### src/rtl/keypad_pkg.sv
// rtl/keypad_pkg.sv - shared types, key map and constants for the 4x4 keypad scanner
package keypad_pkg;

    localparam int ROWS = 4;
    localparam int NKEYS = ROWS * ROWS;

    typedef enum logic [1:0] {
        ST_IDLE,
        ST_PRESS_DB,
        ST_PRESSED,
        ST_RELEASE_DB
    } db_state_t;

    typedef enum logic [1:0] {
        SNAP_NONE,
        SNAP_KEY,
        SNAP_GHOST
    } snap_kind_t;

    // idx = {row[1:0], col[1:0]}; '*' reports as E and '#' as F
    function automatic logic [3:0] key_map(input logic [3:0] idx);
        logic [3:0] code;
        case (idx)
            4'd0:    code = 4'h1;
            4'd1:    code = 4'h2;
            4'd2:    code = 4'h3;
            4'd3:    code = 4'hA;
            4'd4:    code = 4'h4;
            4'd5:    code = 4'h5;
            4'd6:    code = 4'h6;
            4'd7:    code = 4'hB;
            4'd8:    code = 4'h7;
            4'd9:    code = 4'h8;
            4'd10:   code = 4'h9;
            4'd11:   code = 4'hC;
            4'd12:   code = 4'hE;
            4'd13:   code = 4'h0;
            4'd14:   code = 4'hF;
            default: code = 4'hD;
        endcase
        return code;
    endfunction

endpackage

### src/rtl/sync2.sv
// rtl/sync2.sv - 4-bit two-flop synchronizer for the keypad column lines, idles high
module sync2 (
    input  logic       clk,
    input  logic       rst_n,
    input  logic       i_clr,
    input  logic [3:0] i_d,
    output logic [3:0] o_q
);

    logic [3:0] r_meta;
    logic [3:0] r_q;

    // two-stage capture; clear forces the released (all-high) column state
    always_ff @(posedge clk or negedge rst_n) begin
        if (!rst_n) begin
            r_meta <= 4'b1111;
            r_q    <= 4'b1111;
        end else if (i_clr) begin
            r_meta <= 4'b1111;
            r_q    <= 4'b1111;
        end else begin
            r_meta <= i_d;
            r_q    <= r_meta;
        end
    end

    assign o_q = r_q;

endmodule

### src/rtl/keypad4x4_scanner.sv
// rtl/keypad4x4_scanner.sv - 4x4 keypad row scanner with snapshot debounce; KEYPAD_HISTORY_EN enables 4-key hexx history
module keypad4x4_scanner
    import keypad_pkg::*;
#(
    parameter int SCAN_DIV_W     = 10,
    parameter int DEBOUNCE_SCANS = 4
) (
    input  logic        clk,
    input  logic        rst_n,
    input  logic        en,
    input  logic [3:0]  cols,
    output logic [3:0]  rows,
    output logic [3:0]  key_code,
    output logic        key_valid,
    output logic        key_held,
    output logic [15:0] hexx
);

    localparam logic [SCAN_DIV_W-1:0] DIV_MAX = '1;
    localparam logic [3:0]            DB_N    = 4'(DEBOUNCE_SCANS);

    logic [SCAN_DIV_W-1:0] r_div;
    logic [1:0]            r_row;
    logic [3:0]            r_rows;
    logic [NKEYS-1:0]      r_snap;
    logic                  r_eval;

    logic [3:0]            w_cols_s;
    logic                  w_slot_end;
    logic [1:0]            w_row_next;

    logic [4:0]            w_nkeys;
    logic [3:0]            w_idx;
    snap_kind_t            w_kind;

    db_state_t             r_state;
    db_state_t             w_state_nx;
    logic [3:0]            r_cnt;
    logic [3:0]            w_cnt_nx;
    logic [3:0]            r_cand;
    logic [3:0]            w_cand_nx;
    logic [3:0]            r_code;
    logic [3:0]            w_code_nx;
    logic                  r_valid;
    logic                  w_valid_nx;
    logic                  r_held;
    logic                  w_held_nx;
    logic                  w_accept;

    sync2 u_sync (
        .clk   (clk),
        .rst_n (rst_n),
        .i_clr (!en),
        .i_d   (cols),
        .o_q   (w_cols_s)
    );

    assign w_slot_end = (r_div == DIV_MAX);
    assign w_row_next = r_row + 2'd1;

    // row strobe, divider and per-row column capture; a scan completes on the row 3 sample
    always_ff @(posedge clk or negedge rst_n) begin
        if (!rst_n) begin
            r_div  <= '0;
            r_row  <= 2'd0;
            r_rows <= 4'b1111;
            r_snap <= '0;
            r_eval <= 1'b0;
        end else if (!en) begin
            r_div  <= '0;
            r_row  <= 2'd0;
            r_rows <= 4'b1111;
            r_snap <= '0;
            r_eval <= 1'b0;
        end else begin
            r_div  <= r_div + 1'b1;
            r_eval <= 1'b0;
            if (w_slot_end) begin
                r_snap[{r_row, 2'b00} +: 4] <= ~w_cols_s;
                r_row  <= w_row_next;
                r_rows <= ~(4'b0001 << w_row_next);
                if (r_row == 2'd3) begin
                    r_eval <= 1'b1;
                end
            end else begin
                r_rows <= ~(4'b0001 << r_row);
            end
        end
    end

    // reduce the full-scan snapshot to NONE / KEY(idx) / GHOST
    always_comb begin
        w_nkeys = '0;
        w_idx   = '0;
        for (int i = 0; i < NKEYS; i++) begin
            if (r_snap[i]) begin
                w_nkeys = w_nkeys + 5'd1;
                w_idx   = 4'(i);
            end
        end
        if (w_nkeys == 5'd0) begin
            w_kind = SNAP_NONE;
        end else if (w_nkeys == 5'd1) begin
            w_kind = SNAP_KEY;
        end else begin
            w_kind = SNAP_GHOST;
        end
    end

    // debounce next-state: count agreeing snapshots before accepting a press or a release
    always_comb begin
        w_state_nx = r_state;
        w_cnt_nx   = r_cnt;
        w_cand_nx  = r_cand;
        w_code_nx  = r_code;
        w_valid_nx = 1'b0;
        w_held_nx  = r_held;
        w_accept   = 1'b0;
        if (r_eval) begin
            case (r_state)
                ST_IDLE: begin
                    if (w_kind == SNAP_KEY) begin
                        w_cand_nx = w_idx;
                        if (DB_N == 4'd1) begin
                            w_accept = 1'b1;
                        end else begin
                            w_cnt_nx   = 4'd1;
                            w_state_nx = ST_PRESS_DB;
                        end
                    end
                end
                ST_PRESS_DB: begin
                    if (w_kind == SNAP_KEY) begin
                        if (w_idx == r_cand) begin
                            if (r_cnt + 4'd1 == DB_N) begin
                                w_accept = 1'b1;
                            end else begin
                                w_cnt_nx = r_cnt + 4'd1;
                            end
                        end else begin
                            w_cand_nx = w_idx;
                            w_cnt_nx  = 4'd1;
                        end
                    end else begin
                        w_state_nx = ST_IDLE;
                        w_cnt_nx   = 4'd0;
                    end
                end
                ST_PRESSED: begin
                    if (w_kind == SNAP_NONE || (w_kind == SNAP_KEY && w_idx != r_cand)) begin
                        if (DB_N == 4'd1) begin
                            w_held_nx  = 1'b0;
                            w_state_nx = ST_IDLE;
                            w_cnt_nx   = 4'd0;
                        end else begin
                            w_cnt_nx   = 4'd1;
                            w_state_nx = ST_RELEASE_DB;
                        end
                    end
                end
                ST_RELEASE_DB: begin
                    if (w_kind == SNAP_KEY && w_idx == r_cand) begin
                        w_state_nx = ST_PRESSED;
                        w_cnt_nx   = 4'd0;
                    end else if (w_kind != SNAP_GHOST) begin
                        if (r_cnt + 4'd1 == DB_N) begin
                            w_held_nx  = 1'b0;
                            w_state_nx = ST_IDLE;
                            w_cnt_nx   = 4'd0;
                        end else begin
                            w_cnt_nx = r_cnt + 4'd1;
                        end
                    end
                end
                default: begin
                    w_state_nx = ST_IDLE;
                    w_cnt_nx   = 4'd0;
                end
            endcase
        end
        if (w_accept) begin
            w_code_nx  = key_map(w_cand_nx);
            w_valid_nx = 1'b1;
            w_held_nx  = 1'b1;
            w_state_nx = ST_PRESSED;
            w_cnt_nx   = 4'd0;
        end
    end

    // debounce state register; disabling drops the held key but keeps the last code
    always_ff @(posedge clk or negedge rst_n) begin
        if (!rst_n) begin
            r_state <= ST_IDLE;
            r_cnt   <= 4'd0;
            r_cand  <= 4'd0;
            r_code  <= 4'd0;
            r_valid <= 1'b0;
            r_held  <= 1'b0;
        end else if (!en) begin
            r_state <= ST_IDLE;
            r_cnt   <= 4'd0;
            r_valid <= 1'b0;
            r_held  <= 1'b0;
        end else begin
            r_state <= w_state_nx;
            r_cnt   <= w_cnt_nx;
            r_cand  <= w_cand_nx;
            r_code  <= w_code_nx;
            r_valid <= w_valid_nx;
            r_held  <= w_held_nx;
        end
    end

`ifdef KEYPAD_HISTORY_EN
    logic [15:0] r_hist;

    // shift each accepted key into the history, newest in the low nibble
    always_ff @(posedge clk or negedge rst_n) begin
        if (!rst_n) begin
            r_hist <= 16'h0000;
        end else if (en && w_accept) begin
            r_hist <= {r_hist[11:0], w_code_nx};
        end
    end

    assign hexx = r_hist;
`else
    assign hexx = {12'h000, r_code};
`endif

    assign rows      = r_rows;
    assign key_code  = r_code;
    assign key_valid = r_valid;
    assign key_held  = r_held;

endmodule

### config.mk
export PLATFORM = sky130hd
export DESIGN_NAME = keypad4x4_scanner
export DESIGN_NICKNAME = d
export VERILOG_FILES = /design/src/rtl/keypad_pkg.sv /design/src/rtl/sync2.sv /design/src/rtl/keypad4x4_scanner.sv
export SDC_FILE = /design/constraint.sdc
export NUM_CORES = 1
export LEC_CHECK = 0
export ABC_AREA = 1
export ABC_CLOCK_PERIOD_IN_PS = 14500
export BUFFER_PORTS_ARGS = -buffer_cell sky130_fd_sc_hd__buf_2
export CAP_MARGIN = 20
export CELL_PAD_IN_SITES_DETAIL_PLACEMENT = 2
export CELL_PAD_IN_SITES_GLOBAL_PLACEMENT = 2
export CORE_MARGIN = 2
export CORE_UTILIZATION = 38
export CTS_CLUSTER_DIAMETER = 60
export DETAILED_ROUTE_END_ITERATION = 8
export PLACE_DENSITY_LB_ADDON = 0.08
export SYNTH_ARGS = -nofsm -noshare
export SYNTH_HDL_FRONTEND = slang
export SYNTH_SLANG_ARGS = --single-unit
### constraint.sdc
create_clock -name clk -period 14.5 [get_ports clk]
set_input_delay 1.45 -clock clk [delete_from_list [all_inputs] [get_ports clk]]
set_output_delay 1.45 -clock clk [all_outputs]
set_load 0.01 [all_outputs]
### Yosys cells after proc, flatten, opt, wreduce, memory -nomap -nowiden

Memory sizes are Yosys's and may differ from the RTL's. A register that Yosys moved wholly into a read port is not among the register bits.
Index checks and enable logic that the tools add are counted.

| word-level totals | value |
|---|---|
| memory bits (read-only) | 64 |
| output and inout port bits | 26 |
| memories | 1 |
| input bits | 7 |
| bits in registers | 53 |
| logic and storage cells | 160 |

| cells by class | value |
|---|---|
| $add $sub $neg | 19 |
| bitwise operators | 3 |
| mux-type cells | 87 |
| equality and inequality tests | 23 |
| reductions and logical operators | 11 |
| shift operators | 4 |

Memory list:

| name | depth | width | rd ports | clocked after Yosys merged registers in | write ports | RTL line | source |
|---|---|---|---|---|---|---|---|
| (name not given) | 16 | 4 | 1 | 1 | 0 | keypad_pkg.sv:23 | `case (idx)` |

Operators by type and width:

| cell | number |
|---|---|
| $mux W4 | 33 |
| $add A5 B1 Y5 const B | 15 |
| $mux W5 | 15 |
| $mux W16 | 2 |
| $mux W2 | 13 |
| $mux W1 | 19 |
| $bwmux W16 | 1 |
| $pmux W4 S4 | 1 |
| $shift A4 B6 Y16 const A | 1 |
| $shiftx A4 B6 Y16 | 1 |
| $ne A3 B1 Y1 const B | 4 |
| $ne A4 B4 Y1 const B | 3 |
| $not A4 Y4 | 3 |
| $add A10 B1 Y10 const B | 1 |
| $eq A10 B10 Y1 const B | 1 |
| $mux W10 | 1 |
| $ne A5 B5 Y1 const B | 2 |
| $reduce_and A5 Y1 | 2 |
| $pmux W2 S4 | 1 |
| $pmux W4 S2 | 1 |
| $shl A1 B2 Y4 const A | 2 |
| $eq A2 B2 Y1 const B | 3 |
| $ne A6 B6 Y1 const B | 1 |
| $neg A4 Y6 | 1 |
| other kinds (17) | 20 |

### Logic depth before layout (Yosys ltp)

Gate-level depths: netlist (run 1).

| depth | value |
|---|---|
| depth in word-level cells | 42 |
| gate-level depth with buffers | 63 |
| depth with buffers taken out | 63 |

### Hierarchy

Synthesis (run 1) repeated with hierarchy kept, for this count alone.

| unflattened totals | value |
|---|---|
| cell total of the unflattened synthesis | 750 |
| area total of the unflattened synthesis | 4913.5 um2 |

By module, submodules not included:

| module | area an instance (um2) | cells an instance | times used | sequential area each (um2) |
|---|---|---|---|---|
| keypad4x4_scanner | 4639.4 | 725 | 1 | 1231.2 |
| sync2 | 274.0 | 25 | 1 | 210.2 |

### Worst setup path after synthesis (run 1)

Ideal clock, no wire load.

| timing | value |
|---|---|
| kind | register -> register |
| start point | register r_snap[0] |
| end point | register r_code[2] (netlist: key_code[2]) |
| path buffers | 0 |
| path slack | 5928 ps |
| data required time | 14435 ps |
| setup time | 65 ps |
| arrival | 8507 ps |
| stages on the path, launching flop included | 61 |
| period minus slack after synthesis | 8572 ps |
| cell sequence | dfrtp_1 > inv_1 > ha_1 > inv_1 > nand2_2 > nand2_1 > inv_1 > ha_1 > nand2_1 > nand2_1 > ha_1 > or2_1 > nand2_1 > inv_1 > ha_1 > nand2_1 > nand2_1 > ha_1 > (+25 left out) > ha_1 > nand2_1 > nand2_1 > ha_1 > nand2_1 > xnor2_2 > nand3_4 > nor2_8 > nand3_1 > o211ai_1 > nand3_1 > nand2_1 > inv_1 > ha_1 > or2_1 > nand3_1 > nand3_1 > nand2_1 |

| on the way | value |
|---|---|
| elaborated cells on any way between the ends | 44 |
| those cells by class | add/sub (15); eq/ne (2); mux (25); reduce/logical (2) |

RTL lines:

| item | RTL line | source |
|---|---|---|
| from (decl) | keypad4x4_scanner.sv:25 | `logic [NKEYS-1:0] r_snap;` |
| from (signal, indexed assignment) | keypad4x4_scanner.sv:79 | `r_snap[{r_row, 2'b00} +: 4] <= ~w_cols_s;` |
| $mux W1 (*) | keypad4x4_scanner.sv:96 | `if (r_snap[i]) begin` |
| $add A5 B1 Y5 | keypad4x4_scanner.sv:97 | `w_nkeys = w_nkeys + 5'd1;` |
| $mux W5 (*) | keypad4x4_scanner.sv:96 |  |
| $add A5 B1 Y5 | keypad4x4_scanner.sv:97 |  |
| $mux W5 (*) | keypad4x4_scanner.sv:96 |  |
| $add A5 B1 Y5 | keypad4x4_scanner.sv:97 |  |
| $mux W5 (*) | keypad4x4_scanner.sv:96 |  |
| $add A5 B1 Y5 | keypad4x4_scanner.sv:97 |  |
| (+23 left out) | - |  |
| $eq A5 B1 Y1 | keypad4x4_scanner.sv:103 | `end else if (w_nkeys == 5'd1) begin` |
| $mux W2 | keypad4x4_scanner.sv:103 |  |
| $mux W2 (*) | keypad4x4_scanner.sv:101 | `if (w_nkeys == 5'd0) begin` |
| $eq A2 B1 Y1 (*) | keypad4x4_scanner.sv:122, keypad4x4_scanner.sv:133 |  |
| $mux W4, on equally long branches | keypad4x4_scanner.sv:133, keypad4x4_scanner.sv:122 |  |
| $pmux W4 S2 (*) | keypad4x4_scanner.sv:120 | `case (r_state)` |
| $mux W4 (*) | keypad4x4_scanner.sv:119 | `if (r_eval) begin` |
| net w_cand_nx[0] | keypad4x4_scanner.sv:41 | `logic [3:0] w_cand_nx;` |
| to (decl) | keypad4x4_scanner.sv:42 | `logic [3:0] r_code;` |

The timed path passes the listed nets; every way through them passes the cells marked *.
A chain may end at the register's enable or synchronous reset.

### Worst setup path after layout (run 1)

| timing | value |
|---|---|
| start point | register r_snap[1] |
| end point | register r_code[2] (netlist: key_code[2]) |

| on the way | value |
|---|---|
| elaborated cells on any way between the ends | 60 |
| those cells by class | add/sub (14); eq/ne (3); mux (41); reduce/logical (2) |

RTL lines:

| item | RTL line |
|---|---|
| $mux W5 | keypad4x4_scanner.sv:96 |
| $add A5 B1 Y5 | keypad4x4_scanner.sv:97 |
| $mux W5 | keypad4x4_scanner.sv:96 |
| $add A5 B1 Y5 | keypad4x4_scanner.sv:97 |
| $mux W5 | keypad4x4_scanner.sv:96 |
| $add A5 B1 Y5 | keypad4x4_scanner.sv:97 |
| $mux W5 | keypad4x4_scanner.sv:96 |
| $add A5 B1 Y5 | keypad4x4_scanner.sv:97 |
| (+21 left out) | - |
| $eq A5 B1 Y1 | keypad4x4_scanner.sv:103 |
| $mux W2 | keypad4x4_scanner.sv:103 |
| $mux W2 | keypad4x4_scanner.sv:101 |
| $eq A2 B1 Y1 | keypad4x4_scanner.sv:122, keypad4x4_scanner.sv:133 |
| $mux W4, on equally long branches | keypad4x4_scanner.sv:133, keypad4x4_scanner.sv:122 |
| $pmux W4 S2 (*) | keypad4x4_scanner.sv:120 |
| $mux W4 (*) | keypad4x4_scanner.sv:119 |
| net w_cand_nx[0] | keypad4x4_scanner.sv:41 |

Marked as above.

==> results of run 1 <==
[routing by layer]
layer  GRT usage (%)  vias up  wire [microns]
met2            40.1       35            7410
li1                -     2349               -
met1            25.2     2306            6040
met4            6.69        0             194
met3            1.68       15             182
met5               0        -               0
[layout by cell type (no fill, tap or decap), types with 8 or more instances in the layout]
| cell | count |
|---|---|
| or2_2 | 11 |
| nor2_1 | 46 |
| nand2_2 | 50 |
| clkbuf_16 | 9 |
| buf_2 | 20 |
| dfrtp_1 | 45 |
| dfstp_2 | 12 |
| a21oi_1 | 19 |
| inv_1 | 113 |
| nand4_1 | 8 |
| ha_1 | 31 |
| nand3_1 | 77 |
| nand3_2 | 18 |
| nand2_4 | 8 |
| conb_1 | 12 |
| inv_2 | 12 |
| o21ai_0 | 39 |
| nand2_1 | 166 |
| nor3_1 | 9 |
[flip-flops by register name (all words and copies together) (netlist names)]
signal	flops
rows	4
u_sync.o_q	4
r_eval	1
u_sync.r_meta	4
r_snap	16
r_div	10
key_valid	1
r_cand	4
r_row	2
r_cnt	4
key_code	4
key_held	1
r_state	2
[where the power goes]
group,switching (mW),internal (mW)
sequential,0.00690,0.166
combinational,0.0591,0.0260
clock,0.0772,0.151
total,0.143,0.343
[cells by family after synthesis]
| logic type | count (synthesis) |
|---|---|
| buffers and inverters | 150 |
| adders and majority gates | 31 |
| xor gates and xnor gates | 6 |
| DFF | 57 |
| AOI/OAI and AO/OA | 77 |
| and+or+nand+nor | 412 |
| other | 1 |
[critical path: cells and delay by family (launching register included)]
family                   cells  cell delay (ps)
AO/OA/AOI/OAI                1              100
adder cells (fa/ha/maj)     15             3970
buffers and inverters        7              540
flip-flops                   1              390
AND/OR/NAND/NOR             39             4480
[how the worst max path moves through the flow]
stage,startpoint,to,slack (ps)
after floorplan,r_snap[0],key_code[2],5930
after global placement,r_snap[0],key_code[1],5490
after detailed placement,r_snap[1],key_code[2],4910
after CTS,r_snap[1],key_code[2],4840
after global routing,r_snap[0],key_code[3],4140
final,r_snap[1],key_code[2],4960
[metrics by stage]
| stage | hold slack [ps] | setup slack (ps) | utilization (%) |
|---|---|---|---|
| 6_report | 464 | 4960 | 42.7 |
| 5_1_grt | 485 | 4140 | 42.7 |
| 4_1_cts | 465 | 4840 | 42.7 |
| 3_5_place_dp | 458 | 4910 | 40.2 |
| 3_3_place_gp | 455 | 5490 | 40.2 |
| 2_1_floorplan | 433 | 5930 | - |
[final cells by class]
cell class | instances | area share, %
multi-input combinational | 538 | 54.2
timing repair buffer | 21 | 1.92
clock buffer | 10 | 4.08
inverter | 127 | 8.50
clock inverter | 6 | 1.63
tap | 176 | 3.93
sequential | 57 | 25.7
==> flow_summary_export.csv, run 1 <==
group,metric,value,unit
synthesis,ys_seq_elements,57,
timing,period_share,65.8,%
clock_network,hold_buffers,0,
timing,rsz0062_at_grt,"no",
pwr,ir_drop,0.0596,mV
synthesis,synth-edff-count,0,
synthesis,synth_xor_area_share,1.19,%
pwr,p_leak,3.14,nW
final_layout,finalNonFillerCells,935,
critical_path,cp-start-kind,"flip-flop",
worst_hold_path,min_from,"r_div[0]",
clock_network,cts_buffer_depth,2,
clock_network,cts_setup_buffers,0,
timing,finalSetupViolCount,0,
critical_path,crit_slowest_cell,"dfrtp_1",
detailed_routing,first_pass_iters,4,
detailed_routing,finalWirelength,13800,microns
detailed_routing,drtAntennaViolNets,0,
synthesis,yosys.cell_types.count,43,
worst_hold_path,holdPathEnd,"r_div[0]",
grt,grt_use_total,21.2,%
clock_network,cts_max_level,3,
clock_network,cts_buffers,9,
critical_path,critPathMaxFanout,6,
placement,portBuffers,20,
clock_network,clk_pin_slew,50,ps
grt,antenna_found_initial,0,
synthesis,netlist.area_leader.share,22.2,%
clock_network,ctsRootBufferMaster,"clkbuf_16",
critical_path,slowest_delay,390,ps
detailed_routing,drt-initial-drc-count,155,
critical_path,r2r_setup_slack,4960,ps
timing,relSlewSlack,42.7,%
pwr,power.total,486,uW
synthesis,netlist_top_cells_count,"nand2_1 (166), inv_1 (113), nand3_1 (77)",
detailed_routing,drc,0,
detailed_routing,vias_per_cell,5.03,
grt,grt_pass1_vias,5340,
final_layout,design_area,5610,sq um
final_layout,nNetsFinal,792,
grt,grt_max_degree,58,
floorplanning,initial_core_util,38.6,%
timing,final_max_slew_viol_count,0,
timing,fin_crit,9540,ps
synthesis,yosys.cell_count.top_type,"nand2_1",
floorplanning,fp.dieW,119,microns
critical_path,crit_required,14770,ps
synthesis,ys_warn_count,0,
floorplanning,die-area,14300,sq um
synthesis,ys.flop_type,"dfrtp_1",
synthesis,yosys-top-cells-area,"dfrtp_1 (22%), nand2_1 (12%), inv_1 (8.4%), ha_1 (7.7%), nand3_1 (7.6%)",
detailed_routing,vias,4705,
synthesis,synth_top_family_by_area,"simple AND/OR/NAND/NOR gates",
critical_path,r2r_end,"key_code[2]",
final_layout,multi_input_area,3040,sq um
synthesis,avgSynthCellArea,6.90,sq um
critical_path,crit_path_end_kind,"flip-flop",
detailed_routing,wl_per_cell,14.8,microns
timing,worst_pin_slew,858,ps
placement,gp_congestion,0.806,
final_layout,num-fill-cells,1585,
pwr,power-per-cell-area,86.7,nW/um^2
synthesis,yosys.area_share.simple,41.9,%
timing,skew,5.46,ps
timing,setup-tns-final,0,ps
final_layout,drive_gt1_share,21.1,%
floorplanning,die_h,119,microns
clock_network,clk_latency,330,ps
critical_path,critPathMostFrequentCell,"nand2_1",
synthesis,synthCells,734,
final_layout,syn_to_final_growth,10.7,%
placement,hpwlAfterDp,11000,microns
timing,maxClockFrequency,105,MHz
synthesis,yosys.area_share.adder,7.66,%
critical_path,arrival,9810,ps
final_layout,num_antenna_cells,0,
grt,grt_overflow,0,
critical_path,critical_path_class,"flip-flop to flip-flop",
clock_network,cts_tree,"done",
clock_network,cts_resized,0,
floorplanning,ios,33,
status,outcome,"finished clean",
placement,dp_cells,919,
placement,place_area,5290,sq um
synthesis,yosysSeqAreaShare,28.5,%
worst_hold_path,worstHoldPathCells,1,
synthesis,synth-compound-area-share,8.40,%
run,cap_violations,0,
synthesis,synth_area,5070,sq um
floorplanning,num_rows,42,
clock_network,clock-sinks,57,
critical_path,rr_startpoint,"r_snap[1]",
floorplanning,core_region_area,13100,sq um
worst_hold_path,hold_path.class,"flip-flop to flip-flop",
synthesis,synth_top_area_cell,"dfrtp_1",
timing,finalHoldViolations,0,
grt,grt_pass1_wl,24800,microns
synthesis,ys_async_sr_fraction,100,%
critical_path,reg2reg_depth,62,
synthesis,synthMuxAreaShare,0,%
final_layout,seqCellArea,1440,sq um
Power figures use the tool's default switching activity.
==> inputs of run 2 (changes only) <==
--- a/config.mk
+++ b/config.mk
@@ -5,14 +5,14 @@
 export SDC_FILE = /design/constraint.sdc
 export NUM_CORES = 1
 export LEC_CHECK = 0
-export ABC_AREA = 1
-export ABC_CLOCK_PERIOD_IN_PS = 14500
+export ABC_AREA = 0
+export ABC_CLOCK_PERIOD_IN_PS = 8400
 export BUFFER_PORTS_ARGS = -buffer_cell sky130_fd_sc_hd__buf_2
 export CAP_MARGIN = 20
 export CELL_PAD_IN_SITES_DETAIL_PLACEMENT = 2
 export CELL_PAD_IN_SITES_GLOBAL_PLACEMENT = 2
 export CORE_MARGIN = 2
-export CORE_UTILIZATION = 38
+export CORE_UTILIZATION = 35
 export CTS_CLUSTER_DIAMETER = 60
 export DETAILED_ROUTE_END_ITERATION = 8
 export PLACE_DENSITY_LB_ADDON = 0.08
==> constraint.sdc (replaced) <==
create_clock -name clk -period 8.4 [get_ports clk]
set_input_delay 0.84 -clock clk [delete_from_list [all_inputs] [get_ports clk]]
set_output_delay 0.84 -clock clk [all_outputs]
set_load 0.01 [all_outputs]
==> flow_summary_export.csv, run 2 <==
group,metric,value,unit
synthesis,avgSynthCellArea,9.10,sq um
final_layout,nNetsFinal,681,
critical_path,arrival,9780,ps
synthesis,yosys.area_share.adder,7.80,%
synthesis,ys_warn_count,0,
grt,grt_max_degree,58,
placement,hpwlAfterDp,10900,microns
grt,antenna_found_initial,0,
final_layout,num_antenna_cells,0,
clock_network,clock-sinks,57,
clock_network,ctsRootBufferMaster,"clkbuf_16",
run,cap_violations,0,
synthesis,ys.flop_type,"dfrtp_1",
synthesis,ys_seq_elements,57,
detailed_routing,vias_per_cell,5.32,
final_layout,most-common-layout-cells,"buf_4 (88), nand2_1 (50), dfrtp_1 (44), nor2_1 (37), xnor2_1 (28)",
synthesis,ys_async_sr_fraction,100,%
critical_path,slowest_delay,400,ps
timing,worst_pin_slew,976,ps
synthesis,yosys.cell_types.count,84,
synthesis,netlist_top_cells_count,"nand2_1 (57), dfrtp_1 (45), nor2_1 (41)",
placement,place_area,5760,sq um
synthesis,synth-edff-count,0,
detailed_routing,wl_per_cell,19.0,microns
clock_network,cts_max_level,3,
final_layout,final_common_cell,"buf_4",
worst_hold_path,hold_path.class,"flip-flop to flip-flop",
floorplanning,core_region_area,13900,sq um
clock_network,clk_latency,320,ps
timing,maxClockFrequency,104,MHz
clock_network,cts_buffers,9,
critical_path,crit_path_end_kind,"flip-flop",
synthesis,synth_top_family_by_area,"simple AND/OR/NAND/NOR gates",
placement,gp_congestion,0.746,
final_layout,top_register,"r_snap",
synthesis,yosys.area_share.simple,21.0,%
timing,fin_crit,9580,ps
detailed_routing,drtAntennaViolNets,0,
timing,period_share,114,%
grt,grt_pass1_wl,25300,microns
clock_network,cts_buffer_depth,2,
pwr,ir_drop,0.0959,mV
status,violations,"negative setup slack",
synthesis,synthMuxAreaShare,5.77,%
grt,grt_use_total,21.1,%
synthesis,yosys-top-cells-area,"dfrtp_1 (23%), ha_1 (7.8%), dfstp_2 (6.3%), xnor2_1 (4.9%), nand2_1 (4.3%)",
timing,rsz0062_at_grt,"yes",
final_layout,multi_input_area,3790,sq um
final_layout,seqCellArea,1440,sq um
detailed_routing,drc,0,
clock_network,cts_tree,"done",
floorplanning,die_h,123,microns
pwr,power-per-cell-area,110,nW/um^2
critical_path,critPathBufInv,4,
critical_path,cp-start-kind,"flip-flop",
floorplanning,die-area,15200,sq um
timing,setup-tns-final,-15970,ps
final_layout,syn_to_final_growth,34.1,%
final_layout,num-fill-cells,1472,
synthesis,synthCells,546,
timing,skew,8.74,ps
detailed_routing,first_pass_iters,4,
floorplanning,fp.dieW,123,microns
pwr,p_leak,2.96,nW
timing,relSlewSlack,34.7,%
critical_path,crit_required,8610,ps
final_layout,reg.largest.list,"r_snap: 16 flops, r_div: 10 flops",
floorplanning,num_rows,43,
synthesis,netlist.area_leader.share,22.7,%
floorplanning,initial_core_util,35.8,%
clock_network,clk_pin_slew,50,ps
synthesis,synth_xor_area_share,14.0,%
critical_path,path_delay_family,"adder cells",
timing,final_max_slew_viol_count,0,
final_layout,largest_reg_flops,16,
grt,grt_overflow,0,
detailed_routing,finalWirelength,15700,microns
synthesis,yosysSeqAreaShare,29.0,%
critical_path,crit_slowest_cell,"dfrtp_1",
detailed_routing,vias,4403,
synthesis,synth_top_area_cell,"dfrtp_1",
timing,finalHoldViolations,0,
final_layout,drive_gt1_share,40.3,%
synthesis,synth-compound-area-share,15.8,%
pwr,power.total,732,uW
synthesis,yosys.cell_count.top_type,"nand2_1",
critical_path,critical_path_class,"flip-flop to flip-flop",
critical_path,critPathMostFrequentCell,"ha_4",
grt,grt_pass1_vias,4909,
critical_path,critPathMaxFanout,4,
detailed_routing,drt-initial-drc-count,144,
synthesis,synth_area,4970,sq um
floorplanning,ios,33,
status,outcome,"finished with violations",
final_layout,design_area,6670,sq um
timing,finalSetupViolCount,16,
timing,fin_ws,-1180,ps
placement,portBuffers,20,
run 2: cell types whose count changed after synthesis, moves of 15 or more:
cell	before	now
inv_1	113	20
mux2_2	0	15
nand2_1	166	57
nand2_2	50	1
nand3_1	77	21
nand3_2	18	0
o21ai_0	39	23
xnor2_1	2	28
run 2: logic make-up (layout without fill, tap and decap cells):
| family | count (synthesis) | in the layout |
|---|---|---|
| buffers and inverters | 64 | 155 |
| adder cells (fa/ha/maj) | 31 | 31 |
| XOR/XNOR | 56 | 56 |
| AND/OR/NAND/NOR | 204 | 204 |
| multiplexers | 25 | 25 |
| flip-flops | 57 | 57 |
| AO/OA/AOI/OAI | 108 | 108 |
| other | 1 | 12 |
run 2: power by group:
| group | total (mW) | internal (mW) | switching, mW |
|---|---|---|---|
| Combinational | 0.127 | 0.0583 | 0.0685 |
| Sequential | 0.286 | 0.281 | 0.00463 |
| Clock | 0.320 | 0.198 | 0.121 |
run 2: path summary, 6_finish.rpt:
| kind | depth (start not counted) | slack, ps | endpoint | startpoint |
|---|---|---|---|---|
| max reg2reg | 51 | -1180 | key_code[1] | r_snap[1] |
| min | 1 | 460 | r_div[0] | r_div[0] |
| min reg2reg | 1 | 460 | r_div[0] | r_div[0] |
| min in group asynchronous | 2 | 670 | r_div[6] | rst_n |
| max in group asynchronous | 2 | 7200 | r_snap[2] | rst_n |
| max | 51 | -1180 | key_code[1] | r_snap[1] |
run 2: cell type report:
class	count	area share [%]
inverter	23	1.33
multi-input combinational	436	56.9
clock inverter	3	0.263
tap	180	3.38
sequential	57	21.6
clock buffer	13	3.60
timing repair buffer	116	12.9
run 2: routing by layer:
layer  part of all wire, %  up-vias  global-route usage (%)
li1                      -     2081                       -
met1                    44     2260                    26.8
met2                    53       46                    38.5
met3                   1.7       16                    2.49
met4                   1.2        0                    4.33
met5                     0        -                       0
run 2: what timing repair did:
action	CTS	global route
setup buffers	25	11
gates resized for setup	60	22
setup endpoints to repair	16	16
gates cloned	0	0
pin swaps	38	27
hold buffers	0	0
run 2: stage by stage:
step	hold slack [ps]	instances	utilization, %	setup WS, ps
floorplan	432	557	-	-992
global placement	446	777	41.5	-1140
detailed placement	457	777	41.5	-1600
CTS	465	818	46.6	-1140
global route	488	828	48.0	-1580
finish	461	828	48.0	-1180
run 2: worst register-to-register path: cells and delay by family (launching register included):
kind	cells	cell delay, ps
muxes	6	1290
buffers and inverters	4	290
DFF	1	400
AOI/OAI and AO/OA	13	2080
and+or+nand+nor	12	1210
xor gates and xnor gates	1	190
adders and majority gates	15	3950
